$ cat config.mk
export PLATFORM = sky130hd
export DESIGN_NAME = alu_mc_flat
export DESIGN_NICKNAME = d
export VERILOG_FILES = /design/src/rtl/alu_mc_pkg.sv /design/src/rtl/alu_mc_if.sv /design/src/rtl/alu_mc_seq_mul.sv /design/src/rtl/alu_mc.sv /design/src/flat_wrapper.sv
export SDC_FILE = /design/constraint.sdc
export NUM_CORES = 1
export LEC_CHECK = 0
export BUFFER_PORTS_ARGS = -buffer_cell sky130_fd_sc_hd__buf_2
export CAP_MARGIN = 0
export CORE_MARGIN = 4
export CORE_UTILIZATION = 64
export CTS_CLUSTER_DIAMETER = 100
export DETAILED_ROUTE_END_ITERATION = 10
export PLACE_DENSITY = 0.85
export SYNTH_ARGS = -nofsm -noshare
export SYNTH_HDL_FRONTEND = slang
export SYNTH_HIERARCHICAL = 1
export SYNTH_SLANG_ARGS = --single-unit
$ cat constraint.sdc
create_clock -name clk -period 5.1 [get_ports clk]
set_input_delay 1.02 -clock clk [delete_from_list [all_inputs] [get_ports clk]]
set_output_delay 1.02 -clock clk [all_outputs]
set_load 0.02 [all_outputs]
$ cat src/rtl/alu_mc_pkg.sv
// alu_pkg: function codes, flag bit positions and saturation constants for alu_mc.
// Shared by the ALU, its bus interface and anything that issues operations.
// Pure declarations; no logic.
package alu_pkg;

  // Function codes; codes 9..15 behave like FA (pass a through).
  typedef enum logic [3:0] {
    FA   = 4'd0,
    FB   = 4'd1,
    FADD = 4'd2,
    FSUB = 4'd3,
    FMUL = 4'd4,
    FAND = 4'd5,
    FOR  = 4'd6,
    FXOR = 4'd7,
    FNOR = 4'd8
  } func_t;

  // Bit positions inside the 4-bit {V,N,Z,C} flag word.
  localparam int FLAG_V = 3;
  localparam int FLAG_N = 2;
  localparam int FLAG_Z = 1;
  localparam int FLAG_C = 0;

  // Largest positive n-bit two's complement value (0111..1), zero-extended to 64 bits.
  function automatic logic [63:0] sat_pos(input int n);
    return (64'd1 << (n - 1)) - 64'd1;
  endfunction

  // Most negative n-bit two's complement value (1000..0), zero-extended to 64 bits.
  function automatic logic [63:0] sat_neg(input int n);
    return 64'd1 << (n - 1);
  endfunction

endpackage

$ cat src/rtl/alu_mc_if.sv
// alu_mc_if: request/response bundle between an operation issuer and alu_mc.
// Request side is valid/ready; response side is a one-cycle out_valid pulse.
// No response backpressure: the issuer must capture result on out_valid.
interface alu_mc_if #(parameter int N = 8);
  import alu_pkg::*;

  logic         in_valid;
  logic         in_ready;
  logic [3:0]   func;
  logic [N-1:0] a;
  logic [N-1:0] b;
  logic         clear_sticky;
  logic         out_valid;
  logic [N-1:0] result;
  logic [3:0]   flags;
  logic         sticky_v;

  modport master (
    output in_valid, func, a, b, clear_sticky,
    input  in_ready, out_valid, result, flags, sticky_v
  );

  modport slave (
    input  in_valid, func, a, b, clear_sticky,
    output in_ready, out_valid, result, flags, sticky_v
  );

endinterface

$ cat src/rtl/alu_mc_seq_mul.sv
// seq_mul: iterative signed N x N multiplier, shift-add on magnitudes with final sign fix-up.
// Latency: start accepted at edge 0, done high during cycle N with the full 2N-bit product.
// No backpressure: start is ignored while busy; product is only meaningful while done=1.
module seq_mul #(
  parameter int N = 8
) (
  input  logic           clk,
  input  logic           reset,
  input  logic           start,
  input  logic [N-1:0]   a,
  input  logic [N-1:0]   b,
  output logic           busy,
  output logic           done,
  output logic [2*N-1:0] product
);

  localparam int CW = $clog2(N + 1);

  logic [N-1:0]   mcand;
  logic [N-1:0]   hi;
  logic [N-1:0]   lo;
  logic           neg;
  logic [CW-1:0]  cnt;
  logic           busy_q;
  logic [N:0]     step_sum;
  logic [N-1:0]   nxt_hi;
  logic [N-1:0]   nxt_lo;
  logic [2*N-1:0] mag;

  // Magnitude of a two's complement value; the most negative value maps to 2^(N-1), which still fits unsigned.
  function automatic logic [N-1:0] magnitude(input logic [N-1:0] x);
    return x[N-1] ? (~x + 1'b1) : x;
  endfunction

  // One partial-product step: conditionally add the multiplicand to the high half, then shift right.
  // The product output is the post-step value so the owner can capture it on the same edge as the last step.
  always_comb begin
    step_sum = {1'b0, hi} + (lo[0] ? {1'b0, mcand} : '0);
    nxt_hi   = step_sum[N:1];
    nxt_lo   = {step_sum[0], lo[N-1:1]};
    mag      = {nxt_hi, nxt_lo};
    product  = neg ? (~mag + 1'b1) : mag;
  end

  assign busy = busy_q;
  assign done = busy_q && (cnt == CW'(1));

  // Load magnitudes on start, then run exactly N steps.
  always_ff @(posedge clk) begin
    if (reset) begin
      mcand  <= '0;
      hi     <= '0;
      lo     <= '0;
      neg    <= 1'b0;
      cnt    <= '0;
      busy_q <= 1'b0;
    end else if (start && !busy_q) begin
      mcand  <= magnitude(a);
      hi     <= '0;
      lo     <= magnitude(b);
      neg    <= a[N-1] ^ b[N-1];
      cnt    <= CW'(N);
      busy_q <= 1'b1;
    end else if (busy_q) begin
      hi  <= nxt_hi;
      lo  <= nxt_lo;
      cnt <= cnt - CW'(1);
      if (cnt == CW'(1)) begin
        busy_q <= 1'b0;
      end
    end
  end

endmodule

$ cat src/rtl/alu_mc.sv
// alu_mc: multi-cycle ALU (move/add/sub/logic in one cycle, fractional signed multiply over N cycles).
// Latency: single-cycle ops complete one cycle after accept; MUL completes N+1 cycles after accept.
// Backpressure: in_ready drops for the N multiply cycles; no output backpressure (result held until next completion).
module alu_mc
  import alu_pkg::*;
#(
  parameter int N    = 8,
  parameter int FRAC = N - 1,
  parameter int SAT  = 0
) (
  input  logic clk,
  input  logic reset,
  alu_mc_if.slave bus
);

  localparam int CW = $clog2(N + 1);

  localparam logic [0:0] S_IDLE = 1'b0;
  localparam logic [0:0] S_MUL  = 1'b1;

  localparam logic [63:0]  SAT_POS_W = sat_pos(N);
  localparam logic [63:0]  SAT_NEG_W = sat_neg(N);
  localparam logic [N-1:0] SAT_POS   = SAT_POS_W[N-1:0];
  localparam logic [N-1:0] SAT_NEG   = SAT_NEG_W[N-1:0];

  logic [0:0]     state;
  logic [CW-1:0]  cnt;
  logic           out_valid_q;
  logic [N-1:0]   result_q;
  logic [3:0]     flags_q;
  logic           sticky_q;

  logic           accept;
  logic           mul_start;
  logic           mul_busy;
  logic           mul_done;
  logic           mul_fin;
  logic           complete;
  logic [2*N-1:0] product;
  logic signed [2*N-1:0] prod_top;
  logic           mul_ovf;

  func_t          op;
  logic [N:0]     sum;
  logic [N:0]     diff;
  logic [N-1:0]   raw;
  logic [N-1:0]   res;
  logic [3:0]     flg;
  logic           v;
  logic           c;
  logic           neg;

  assign bus.in_ready  = (state == S_IDLE) && !mul_busy;
  assign bus.out_valid = out_valid_q;
  assign bus.result    = result_q;
  assign bus.flags     = flags_q;
  assign bus.sticky_v  = sticky_q;

  assign accept    = bus.in_valid && bus.in_ready;
  assign mul_start = accept && (bus.func == FMUL);
  assign mul_fin   = (state == S_MUL) && (cnt == CW'(1)) && mul_done;
  assign complete  = (accept && (bus.func != FMUL)) || mul_fin;

  seq_mul #(.N(N)) u_mul (
    .clk     (clk),
    .reset   (reset),
    .start   (mul_start),
    .a       (bus.a),
    .b       (bus.b),
    .busy    (mul_busy),
    .done    (mul_done),
    .product (product)
  );

  // Product overflows the selected window when everything from bit FRAC+N-1 upward is not a pure sign extension.
  assign prod_top = $signed(product) >>> (FRAC + N - 1);
  assign mul_ovf  = !((prod_top == '0) || (prod_top == '1));

  // Datapath: raw result, V/C and true sign per op, then optional saturation and N/Z from the final value.
  always_comb begin
    op   = (state == S_MUL) ? FMUL : func_t'(bus.func);
    sum  = {1'b0, bus.a} + {1'b0, bus.b};
    diff = {1'b0, bus.a} - {1'b0, bus.b};
    raw  = bus.a;
    v    = 1'b0;
    c    = 1'b0;
    neg  = 1'b0;
    case (op)
      FB:   raw = bus.b;
      FADD: begin
        raw = sum[N-1:0];
        c   = sum[N];
        v   = (bus.a[N-1] == bus.b[N-1]) && (raw[N-1] != bus.a[N-1]);
        neg = bus.a[N-1];
      end
      FSUB: begin
        raw = diff[N-1:0];
        c   = diff[N];
        v   = (bus.a[N-1] != bus.b[N-1]) && (raw[N-1] != bus.a[N-1]);
        neg = bus.a[N-1];
      end
      FMUL: begin
        raw = product[FRAC +: N];
        v   = mul_ovf;
        neg = product[2*N-1];
      end
      FAND: raw = bus.a & bus.b;
      FOR:  raw = bus.a | bus.b;
      FXOR: raw = bus.a ^ bus.b;
      FNOR: raw = ~(bus.a | bus.b);
      default: raw = bus.a;
    endcase
    res = ((SAT != 0) && v) ? (neg ? SAT_NEG : SAT_POS) : raw;
    flg         = '0;
    flg[FLAG_V] = v;
    flg[FLAG_N] = res[N-1];
    flg[FLAG_Z] = (res == '0);
    flg[FLAG_C] = c;
  end

  // Handshake FSM plus result/flags/sticky registers; a V completion beats a same-cycle clear.
  always_ff @(posedge clk) begin
    if (reset) begin
      state       <= S_IDLE;
      cnt         <= '0;
      out_valid_q <= 1'b0;
      result_q    <= '0;
      flags_q     <= '0;
      sticky_q    <= 1'b0;
    end else begin
      out_valid_q <= 1'b0;
      case (state)
        S_IDLE: begin
          if (mul_start) begin
            state <= S_MUL;
            cnt   <= CW'(N);
          end
        end
        default: begin
          cnt <= cnt - CW'(1);
          if (mul_fin) begin
            state <= S_IDLE;
          end
        end
      endcase
      if (complete) begin
        result_q    <= res;
        flags_q     <= flg;
        out_valid_q <= 1'b1;
      end
      if (complete && flg[FLAG_V]) begin
        sticky_q <= 1'b1;
      end else if (bus.clear_sticky) begin
        sticky_q <= 1'b0;
      end
    end
  end

endmodule

$ cat src/flat_wrapper.sv
// flat-port wrapper written by rule: the top's interface ports become plain ports
module alu_mc_flat import alu_pkg::*;
#(
  parameter int N    = 8,
  parameter int FRAC = N - 1,
  parameter int SAT  = 0
)
  (clk, reset, bus_in_valid, bus_func, bus_a, bus_b, bus_clear_sticky, bus_in_ready, bus_out_valid, bus_result, bus_flags, bus_sticky_v);
  alu_mc_if #(.N(N)) bus_i ();
  input  logic clk;
  input  logic reset;
  input wire logic [$bits(bus_i.in_valid)-1:0] bus_in_valid;
  input wire logic [$bits(bus_i.func)-1:0] bus_func;
  input wire logic [$bits(bus_i.a)-1:0] bus_a;
  input wire logic [$bits(bus_i.b)-1:0] bus_b;
  input wire logic [$bits(bus_i.clear_sticky)-1:0] bus_clear_sticky;
  output wire logic [$bits(bus_i.in_ready)-1:0] bus_in_ready;
  output wire logic [$bits(bus_i.out_valid)-1:0] bus_out_valid;
  output wire logic [$bits(bus_i.result)-1:0] bus_result;
  output wire logic [$bits(bus_i.flags)-1:0] bus_flags;
  output wire logic [$bits(bus_i.sticky_v)-1:0] bus_sticky_v;
  assign bus_i.in_valid = bus_in_valid;
  assign bus_i.func = bus_func;
  assign bus_i.a = bus_a;
  assign bus_i.b = bus_b;
  assign bus_i.clear_sticky = bus_clear_sticky;
  assign bus_in_ready = bus_i.in_ready;
  assign bus_out_valid = bus_i.out_valid;
  assign bus_result = bus_i.result;
  assign bus_flags = bus_i.flags;
  assign bus_sticky_v = bus_i.sticky_v;
  alu_mc #(.N(N), .FRAC(FRAC), .SAT(SAT)) u_core (.clk(clk), .reset(reset), .bus(bus_i));
endmodule
Word level (Yosys, flattened, before mapping):

Index checks and enable logic that the tools add are counted.

* equal/unequal tests: 17
* bitwise logic cells: 9
* muxes and demuxes: 23
* add/sub/neg operators: 8
* reduce and logical (&&, ||, !) cells: 21

Operators by type and width (number)
* $pmux W8 S8: 1
* $mux W8: 5
* $not A8 Y8: 3
* $eq A4 B3 Y1 const B: 5
* $mux W4: 5
* $add A16 B1 Y16 const B: 1
* $add A8 B1 Y8 const B: 2
* $eq A16 B16 Y1 const B: 1
* $logic_not A16 Y1: 1
* $mux W16: 1
* $not A16 Y16: 1
* $eq A4 B1 Y1 const B: 3
* $logic_and A1 B1 Y1: 11
* $add A8 B8 Y9: 1
* $add A8 B9 Y9: 1
* $mux W1: 9
* $sub A8 B8 Y9: 1
* $and A8 B8 Y8: 1
* $eq A4 B2 Y1 const B: 2
* $logic_not A8 Y1: 1
* $or A8 B8 Y8: 1
* $sub A4 B1 Y4 const B: 2
* $xor A8 B8 Y8: 1
* $reduce_bool A2 Y1: 3
* 11 further kinds: 15

* register bits after elaboration: 49
* bits of input ports: 24
* output and inout port bits: 15

Depth between registers and ports, before layout:

* depth after elaboration: 11
* mapped depth: 14
* mapped depth without buffers: 14

Modules after synthesis:

The synthesis kept the hierarchy.

By module, submodules not included
* alu_mc: cells an instance 291, times used 1, area an instance 2244.7 um^2
* seq_mul: cells an instance 255, times used 1, area an instance 2104.5 um^2

Worst setup path before layout:

OpenSTA, ideal clock, no wires.

* path type: reg2reg
* start point: reg u_core.u_mul.lo[0]
* end point: reg u_core.flags_q[1], in the netlist u_core/bus.flags[1]
* data required time: 5.016 ns
* setup slack: 1.558 ns
* path buffers: 0
* stages on the path, launching flop included: 14
* arrival time: 3.457 ns
* path through: dfxtp_1 > and2_1 > ha_1 > fa_1 > xnor2_1 > nand2_1 > or2_2 > o31ai_1 > xnor2_1 > a222oi_1 > nand3_1 > o32a_1 > or4_1 > o31ai_2

* word-level cells in the longest chain between the ends: 7

Ends and longest elaborated chain
* start: declaration: line alu_mc_seq_mul.sv:21 `logic [N-1:0] lo;`
* start signal: assignment: line alu_mc_seq_mul.sv:60 `lo <= magnitude(b);`
* start signal: assignment: line alu_mc_seq_mul.sv:66 `lo <= nxt_lo;`
* $mux W8 *: line alu_mc_seq_mul.sv:38 `step_sum = {1'b0, hi} + (lo[0] ? {1'b0, mcand} : '0);`
* $add A8 B9 Y9 *: line alu_mc_seq_mul.sv:38
* $not A16 Y16: line alu_mc_seq_mul.sv:42 `product = neg ? (~mag + 1'b1) : mag;`
* $add A16 B1 Y16: line alu_mc_seq_mul.sv:42
* $mux W16 *: line alu_mc_seq_mul.sv:42
* via u_core.product[12]: line alu_mc.sv:39 `logic [2*N-1:0] product;`
* $pmux W8 S8 *: line alu_mc.sv:88 `case (op)`
* $logic_not A8 Y1 *: line alu_mc.sv:117 `flg[FLAG_Z] = (res == '0);`
* end signal: assignment: line alu_mc.sv:148 `flags_q <= flg;`
* end: declaration: line alu_mc.sv:30 `logic [3:0] flags_q;`

Mark *: on every way through the listed nets, which the timed path passes. The rest lies on a longest branch.
A chain may end at the register's enable or synchronous reset.

Final worst setup path:

* start point: reg u_core.u_mul.busy_q, in the netlist u_core/u_mul/busy
* end point: reg u_core.flags_q[1], in the netlist u_core/bus.flags[1]

* elaborated cells between the ends (all ways): 7
* those cells by class: 7 x reduce/logical

RTL lines
* start: declaration: line alu_mc_seq_mul.sv:24 `logic busy_q;`
* start signal: assignment: line alu_mc_seq_mul.sv:56 `busy_q <= 1'b0;`
* start signal: assignment: line alu_mc_seq_mul.sv:63 `busy_q <= 1'b1;`
* start signal: assignment: line alu_mc_seq_mul.sv:69 `busy_q <= 1'b0;`
* $logic_and A1 B1 Y1: line alu_mc_seq_mul.sv:46 `assign done = busy_q && (cnt == CW'(1));`
* via u_core.mul_done: line alu_mc.sv:36 `logic mul_done;`
* $logic_and A1 B1 Y1: line alu_mc.sv:61 `assign mul_fin = (state == S_MUL) && (cnt == CW'(1)) && mul_done;`
* $logic_or A1 B1 Y1: line alu_mc.sv:62 `assign complete = (accept && (bus.func != FMUL)) || mul_fin;`

The timed path passes the listed nets, and every way through them passes these cells.

==> out/qor.yml <==
detailed_routing:
  vias_per_cell: 6.69
  drt_iter0_drc: 497
  num_vias: 4188
  drt_first_pass_iters: 6
  wl_um: 11800
  drt-wirelength-per-cell_um: 18.9
  route.detailed.drc: 0
  ant_nets: 0
sta:
  fin_skew_ns: 0.00902
  setup_viol: 0
  finalHoldViolCount: 0
  worstMarginPinSlew_ns: 1.10
  fin_setup_tns_ns: 0
  fmax_mhz: 247
  min_period_ns: 4.06
  finalCritPeriodShare_pct: 79.5
  rsz0062_at_grt: "no"
  maxSlewViolCount: 0
  holdWs_ns: 0.463
  slew_headroom_pct: 26.8
final_layout:
  regArea_um2: 961
  syn_to_final_growth_pct: 6.52
  multi_input_area_um2: 3020
  drive_gt1_share_pct: 12.0
  diodes: 0
  layout.nets: 614
  layout_common_cells: "nor2_1 (62), dfxtp_1 (48), ha_1 (39)"
  layout_commonest_cell: "nor2_1"
  fillCellCount: 522
cts:
  cts.sinks: 48
  clkTransAtPathRegs_ns: 0.09
  clk_latency_ns: 0.31
  htreeDepth: 2
  cts_setup_buffers: 0
  root_buffer: "clkbuf_8"
  hold_buffers: 0
  cts_buffers: 5
  clock_path_buffers: 2
  cts_resized: 0
  cts_tree: "done"
min_path:
  whs_endpoint: "u_core/bus.result[6]"
  hold_depth: 2
  hold_start: "u_core/bus.result[6]"
  worstHoldPathType: "flip-flop to flip-flop"
floorplanning:
  fp.coreArea_um2: 6420
  rows: 29
  die_y_um: 89.6
  io_pins: 39
  dieWidth_um: 89.6
  die_area_um2: 8030
  start_util_pct: 66.4
placed_design:
  port_buffers: 38
  dp_hpwl_um: 8880
  place_congestion: 1.09
power_and_ir_drop:
  peakVddDrop_uv: 163
  p_per_area_nw_per_um2: 208
  p_leak_nw: 1.93
setup_path:
  reg2reg_slack_ns: 1.04
  path_class: "flip-flop to flip-flop"
  crit_fanout: 38
  crit_path_end_kind: "flip-flop"
  reg2reg_depth: 9
  start_kind: "flip-flop"
  arrival_ns: 4.29
  required_ns: 5.34
  reg2reg_to: "u_core/bus.flags[1]"
  r2r-start: "u_core/u_mul/busy"
global_route:
  antenna_found_initial: 0
  grt_pass1_vias: 4001
  grt.total_usage_pct: 30.8
  grt_max_degree: 40
  grt-ovfl-total: 0
  grt_first_pass_wirelength_um: 19200
synthesis:
  syn-instance-count: 533
  syn_nets: 599
  synth_area_um2: 4260
  syn_avg_cell_area_um2: 8.00
  ys_warn_count: 6
run:
  max-cap-violations: 0
run_status:
  outcome: "finished, final reports clean"
==> sequential cells by signal, indices dropped and copies added (netlist names) <==
register,count
u_core/bus.flags,4
u_core/bus.out_valid,1
u_core/bus.result,7
u_core/bus.sticky_v,1
u_core/cnt,4
u_core/state,1
u_core/u_mul/busy,1
u_core/u_mul/cnt,4
u_core/u_mul/hi,8
u_core/u_mul/lo,8
u_core/u_mul/mcand,8
u_core/u_mul/neg,1
==> critical path: stages (launching register included) <==
cell and delay [ns]:
dfxtp_1 0.32, buf_4 0.37, nor4bb_1 0.43, nand4b_1 0.21, o22ai_1 0.89, o2111ai_1 0.25, nor4_1 0.43, or4b_1 0.47
or4_1 0.42, o31ai_2 0.18
==> per-stage QoR <==
step | power (W) | cell area [um2] | util, % | std cells | worst slack (ns)
detailed placement | 0.000645 | 4420 | 68.8 | 618 | 1.00
CTS | 0.000944 | 4540 | 70.7 | 626 | 1.13
finish | 0.000944 | 4540 | 70.7 | 626 | 1.04
global route | 0.000990 | 4540 | 70.7 | 626 | 0.758
global placement | 0.000637 | 4420 | 68.8 | 618 | 1.20
floorplan | 0.000575 | 4260 | - | 533 | 1.56
==> per-layer routing <==
metal  part of all wire, %  GRT usage, %  up-vias
li1                      -             -     1953
met1                    41          38.7     1961
met2                    46          50.3      233
met3                    10          9.49       41
met4                   2.4          9.88        0
met5                     0             0        -
==> final cells by class <==
cell class | instances | share of cell area, %
multi-input combinational | 417 | 66.5
sequential | 48 | 21.2
timing repair buffer | 40 | 4.52
inverter | 36 | 2.98
tap | 77 | 2.12
clock buffer | 6 | 1.82
clock inverter | 2 | 0.854
==> power breakdown <==
| part | leakage [nW] | switching (W) | total [W] | internal [W] |
|---|---|---|---|---|
| combinational | 1.48 | 0.000158 | 0.000252 | 0.0000932 |
| clock | 0.0614 | 0.000136 | 0.000297 | 0.000160 |
| sequential | 0.390 | 0.00000879 | 0.000396 | 0.000387 |
| total | 1.93 | 0.000303 | 0.000944 | 0.000641 |
==> worst max-delay path by stage <==
| stage | depth (start not counted) | slack [ns] | endpoint | from |
|---|---|---|---|---|
| final | 9 | 1.04 | u_core/bus.flags[1] | u_core/u_mul/busy |
| after floorplan | 13 | 1.56 | u_core/bus.flags[1] | u_core/u_mul/lo[0] |
| after detailed placement | 8 | 1.00 | u_core/bus.flags[1] | bus_func[0] |
| after global placement | 8 | 1.20 | u_core/bus.flags[1] | bus_in_valid |
| after CTS | 9 | 1.13 | u_core/bus.flags[1] | u_core/u_mul/busy |
| after global routing | 13 | 0.76 | u_core/bus.flags[1] | u_core/u_mul/lo[0] |
Note: power is estimated with default switching activity, not from simulation.
